--- src/rtl/alu_issue.sv ---
// alu_issue: EX issue register with MEM/WB operand forwarding, load-use stall and valid/ready hold
module alu_issue #(
  parameter int XLEN = 32,
  parameter int OPW = 4
) (
  input  logic            clk,
  input  logic            rst,
  input  logic            id_valid,
  output logic            id_ready,
  input  logic [OPW-1:0]  id_op,
  input  logic [4:0]      id_rs1_idx,
  input  logic [4:0]      id_rs2_idx,
  input  logic [XLEN-1:0] id_rs1_val,
  input  logic [XLEN-1:0] id_rs2_val,
  input  logic [XLEN-1:0] id_imm,
  input  logic            id_use_imm,
  input  logic [4:0]      id_rd_idx,
  input  logic            id_rd_we,
  input  logic            mem_fwd_we,
  input  logic [4:0]      mem_fwd_idx,
  input  logic [XLEN-1:0] mem_fwd_val,
  input  logic            mem_is_load,
  input  logic            wb_fwd_we,
  input  logic [4:0]      wb_fwd_idx,
  input  logic [XLEN-1:0] wb_fwd_val,
  input  logic            flush,
  output logic            ex_valid,
  input  logic            ex_ready,
  output logic [OPW-1:0]  alu_op,
  output logic [XLEN-1:0] alu_rs1,
  output logic [XLEN-1:0] alu_rs2,
  output logic [4:0]      ex_rd_idx,
  output logic            ex_rd_we,
  output logic [31:0]     stall_cnt
);
  logic hazard, cap;
  logic [XLEN-1:0] rs1_res, rs2_res;
  assign hazard = id_valid && mem_fwd_we && mem_is_load && mem_fwd_idx != 5'd0 &&
                  (mem_fwd_idx == id_rs1_idx || (!id_use_imm && mem_fwd_idx == id_rs2_idx));
  assign id_ready = (!ex_valid || ex_ready) && !hazard && !flush;
  assign cap = id_valid && id_ready;
  assign rs1_res = id_rs1_idx == 5'd0 ? '0 :
                   (mem_fwd_we && mem_fwd_idx == id_rs1_idx && !mem_is_load) ? mem_fwd_val :
                   (wb_fwd_we && wb_fwd_idx == id_rs1_idx) ? wb_fwd_val : id_rs1_val;
  assign rs2_res = id_use_imm ? id_imm :
                   id_rs2_idx == 5'd0 ? '0 :
                   (mem_fwd_we && mem_fwd_idx == id_rs2_idx && !mem_is_load) ? mem_fwd_val :
                   (wb_fwd_we && wb_fwd_idx == id_rs2_idx) ? wb_fwd_val : id_rs2_val;
  always_ff @(posedge clk or posedge rst) begin
    if (rst) begin
      ex_valid  <= 1'b0;
      alu_op    <= '0;
      alu_rs1   <= '0;
      alu_rs2   <= '0;
      ex_rd_idx <= '0;
      ex_rd_we  <= 1'b0;
      stall_cnt <= '0;
    end else begin
      ex_valid <= flush ? 1'b0 : cap ? 1'b1 : ex_ready ? 1'b0 : ex_valid;
      if (cap) begin
        alu_op    <= id_op;
        alu_rs1   <= rs1_res;
        alu_rs2   <= rs2_res;
        ex_rd_idx <= id_rd_idx;
        ex_rd_we  <= id_rd_we;
      end
      if (hazard && !flush) stall_cnt <= stall_cnt + 32'd1;
    end
  end
endmodule

--- config.mk ---
export PLATFORM = sky130hd
export DESIGN_NAME = alu_issue
export DESIGN_NICKNAME = d
export VERILOG_FILES = /design/src/rtl/alu_issue.sv
export SDC_FILE = /design/constraint.sdc
export NUM_CORES = 1
export LEC_CHECK = 0
export CAP_MARGIN = 20
export CORE_MARGIN = 5
export CORE_UTILIZATION = 44
export DETAILED_ROUTE_END_ITERATION = 7
export PLACE_DENSITY = 0.94
export SYNTH_ARGS = -nofsm -noshare
export SYNTH_HDL_FRONTEND = slang
export SYNTH_SLANG_ARGS = --single-unit
--- constraint.sdc ---
create_clock -name clk -period 4.6 [get_ports clk]
set_input_delay 0.92 -clock clk [delete_from_list [all_inputs] [get_ports clk]]
set_output_delay 0.92 -clock clk [all_outputs]
set_load 0.005 [all_outputs]
* Word level (Yosys, flattened, before mapping) *
Cells that the tools add are included.

word-level totals
  ROM bits = 0
  output and inout bits = 108
  bits in writable memories = 0
  latch bits = 0
  word-level logic and storage cells = 48
  bits of input ports = 199
  register bits = 107
  memories = 0

operators by class
  bitwise gates (word level) = 0
  add/sub/neg operators = 1
  magnitude comparators = 0
  multiply operators = 0
  reductions and logical operators = 26
  divide/modulo/power cells = 0
  equality and inequality tests = 4
  shift operators = 0
  multiplexer cells = 10

operator list
  cell                                                              number
  32-bit 2-to-1 mux                                                 7
  32-bit by 1-bit adder with 32-bit output (second input constant)  1
  5-bit == test                                                     4
  1-bit logical AND                                                 15
  5-bit zero test                                                   2
  1-bit zero test                                                   5
  5-bit nonzero test                                                1
  1-bit 2-to-1 mux                                                  3
  3-bit nonzero test                                                1
  1-bit logical OR                                                  2

* Logic depth before layout (Yosys ltp) *
  word-level depth = 10
  depth in mapped cells = 7
  gate-level depth less buffers = 6

* Worst setup path before layout *
OpenSTA, ideal clock, no wires.

  kind = input to output
  start = input port mem_fwd_idx[1]
  end = output port id_ready
  required time = 3.680 ns
  arrival = 2.389 ns
  stages = 6
  slack = 1.291 ns
  path buffers = 2
  cells stage by stage = or4_4 -> o211ai_4 -> nor2_1 -> buf_2 -> buf_2 -> a211oi_1

on the way
  word-level cells in the longest chain between the ends = 7
  elaborated cells between the ends (all ways) = 10
  classes of those cells = 2 x eq/ne; 8 x reduce/logical

ends and longest elaborated chain
  element                              line  source
  from (decl)                          20    input logic [4:0] mem_fwd_idx,
  5-bit == test                        39    (mem_fwd_idx == id_rs1_idx || (!id_use_imm && mem_fwd_idx == id_rs2_idx));
  1-bit logical AND                    39
  1-bit logical OR                     39
  1-bit logical AND (*)                38    assign hazard = id_valid && mem_fwd_we && mem_is_load && mem_fwd_idx != 5'd0 &&
  1-bit zero test (*)                  40    assign id_ready = (!ex_valid || ex_ready) && !hazard && !flush;
  1-bit logical AND (*) (2 in series)  40
  to (decl)                            9     output logic id_ready,

Mark *: on every way between the ends. The rest lies on a longest branch, timed or not.

* Final worst setup path *
  start = input port mem_fwd_idx[0]
  end = output port id_ready

Same word-level chain as after synthesis.

==> flow_summary.json <==
{
  "syn_nets": 983,
  "cellPowerDensity_mw_per_mm2": 258,
  "yosysUniqueCellTypes": 43,
  "cts_hold_buf": 0,
  "ant_nets": 0,
  "portBuffers": 306,
  "ys_warn_count": 0,
  "cts_setup_buffers": 0,
  "final_nets": 1240,
  "io_pins": 307,
  "syn2layout_area_growth_pct": 48.5,
  "yosysSeqAreaShare": 0.366,
  "clock-sinks": 107,
  "grt_pass1_wl_mm": 47.1,
  "rows": 47,
  "dr.pass1.iters": 5,
  "netlist_area_mm2": 0.00732,
  "finalHoldViolations": 0,
  "total_power_w": 0.00280,
  "antenna_found_initial": 5,
  "dieWidth_um": 139,
  "multi_input_area_mm2": 0.00418,
  "synth_top_family_by_area": "simple AND/OR/NAND/NOR gates",
  "gp_congestion": 1.02,
  "wire_per_inst_um": 24.1,
  "critPathKind": "in2out",
  "core_area_mm2": 0.0165,
  "path_clk_slew_ps": 80,
  "clock-root-buffer": "clkbuf_16",
  "seqCellArea_mm2": 0.00268,
  "p_leak_nw": 4.40,
  "async_flop_share": 1.00,
  "htree_num_levels": 3,
  "rsz0062_at_grt": "no",
  "end_kind": "primary output",
  "grt_max_degree": 65,
  "worstMarginPinSlew_ps": 1170,
  "crit_fanout": 3,
  "synth_xor_area_frac": 0.0574,
  "syn_inst": 783,
  "filler_cell_count": 1357,
  "fin_tns_setup_ps": 0,
  "cts-buffers-inserted": 9,
  "routed_wl_mm": 30.6,
  "synthSimpleGateAreaFrac": 0.249,
  "cp.required_ps": 3680,
  "setup_viol": 0,
  "peakVddDrop_v": 0.000279,
  "initialDrtViolationCount": 723,
  "floorplan.die_area_mm2": 0.0193,
  "min_period_over_period": 0.863,
  "outcome": "completed",
  "synth_ff_type": "dfrtp_1",
  "critPathArrivalTime_ps": 3050,
  "drcViolationCount": 0,
  "synth_seq_cells": 107,
  "grt-ovfl-total": 0,
  "hold_path_class": "reg2reg",
  "synth_fa_ha_area_frac": 0.00171,
  "fmax_mhz": 252,
  "relSlewSlack": 0.223,
  "cts_tree": "yes",
  "ctsLongestPathBuffers": 2,
  "fin_crit_ps": 3970,
  "dp_hpwl_mm": 22.0,
  "die_h_um": 139,
  "cap_violations": 0,
  "synth-edff-count": 0,
  "grt_pass1_vias": 8366,
  "fin_worst_skew_ps": 8.40,
  "num_vias": 8059,
  "cp-start-kind": "input pin",
  "synth_compound_area_frac": 0.239,
  "initial_core_util": 0.445,
  "clock_latency_ps": 350,
  "drv_slew": 0,
  "grt_usage": 0.306,
  "viasPerCell": 6.35,
  "synth_mux_area_frac": 0.0169,
  "cts_resized": 0,
  "drive_gt1_frac": 0.0641,
  "syn_avg_cell_area_um2": 9.35
}
-- critical path, stage by stage --
cell             delay, ps
clkdlybuf4s50_1        570
xor2_1                 340
nor3_1                 100
a22oi_2                250
nor2_4                  70
a211oi_1               260
clkdlybuf4s50_1        540
-- synthesized netlist by cell type (34+ instances only) --
library cell,count,share of area
dfrtp_1,107,0.37
nand2_1,80,0.041
nand3b_1,64,0.066
clkbuf_1,60,0.031
xor2_1,43,0.051
and3_1,37,0.032
inv_1,36,0.018
and4_1,34,0.041
-- metrics by stage --
step	hold slack, ps	setup WS [ps]	std cells	instance area, um2	util
finish	477	629	1270	10900	0.661
CTS	476	646	1263	10800	0.657
global placement	461	716	1247	10500	0.640
detailed placement	465	661	1247	10500	0.640
global route	488	531	1269	10900	0.660
floorplan	465	863	783	7320	-
-- per-layer routing --
| metal | vias up | GRT usage | share of wire |
|---|---|---|---|
| li1 | 3503 | - | - |
| met1 | 3850 | 0.378 | 0.37 |
| met2 | 563 | 0.490 | 0.47 |
| met3 | 141 | 0.0634 | 0.091 |
| met4 | 2 | 0.189 | 0.064 |
| met5 | - | 0 | 0.00065 |
-- cell usage in the layout (no fill, tap or decap), types with 11 or more instances in the layout --
master	instances
a21boi_0	24
and3_1	37
and4_1	34
buf_4	19
clkdlybuf4s50_1	306
dfrtp_1	107
inv_1	35
mux2_2	11
nand2_1	80
nand3b_1	64
nor3_1	15
nor4_1	13
o311a_1	32
o31a_1	32
o31ai_1	32
o32a_1	32
o32ai_1	32
xor2_1	43
-- final timing paths --
check,from,to,slack [ps],cells past startpoint
worst min register to register,stall_cnt[31],stall_cnt[31],480,1
min in group asynchronous,rst,alu_op[1],990,2
worst max register to register,ex_valid,ex_rd_idx[2],2360,5
worst min-delay path,stall_cnt[31],stall_cnt[31],480,1
max in group asynchronous,rst,alu_rs2[19],2730,3
worst max-delay path,mem_fwd_idx[0],id_ready,630,7
-- state kept, by name (all words and copies together) (netlist names) --
signal     count
stall_cnt     32
ex_rd_idx      5
alu_rs1       32
ex_rd_we       1
alu_op         4
ex_valid       1
alu_rs2       32
-- where the power goes --
part	total [W]	switching, W	internal (W)
sequential	0.00114	0.0000765	0.00106
clock	0.000758	0.000379	0.000380
combinational	0.000909	0.000389	0.000520
total	0.00280	0.000844	0.00196
-- final cells by class --
class / instances / area share
timing repair buffer: 330 / 0.304
antenna: 5 / 0.00115
clock inverter: 6 / 0.00552
sequential: 107 / 0.246
tap: 220 / 0.0253
multi-input combinational: 556 / 0.384
inverter: 36 / 0.0127
clock buffer: 10 / 0.0210
-- kinds of logic (layout without fill, tap and decap cells) --
logic type	Yosys count	after routing
DFF	107	107
and+or+nand+nor	297	297
other	0	5
xor gates and xnor gates	48	48
adders and majority gates	1	1
buffers and inverters	120	382
AOI/OAI and AO/OA	199	199
muxes	11	11
Note: power is estimated with default switching activity, not from simulation.
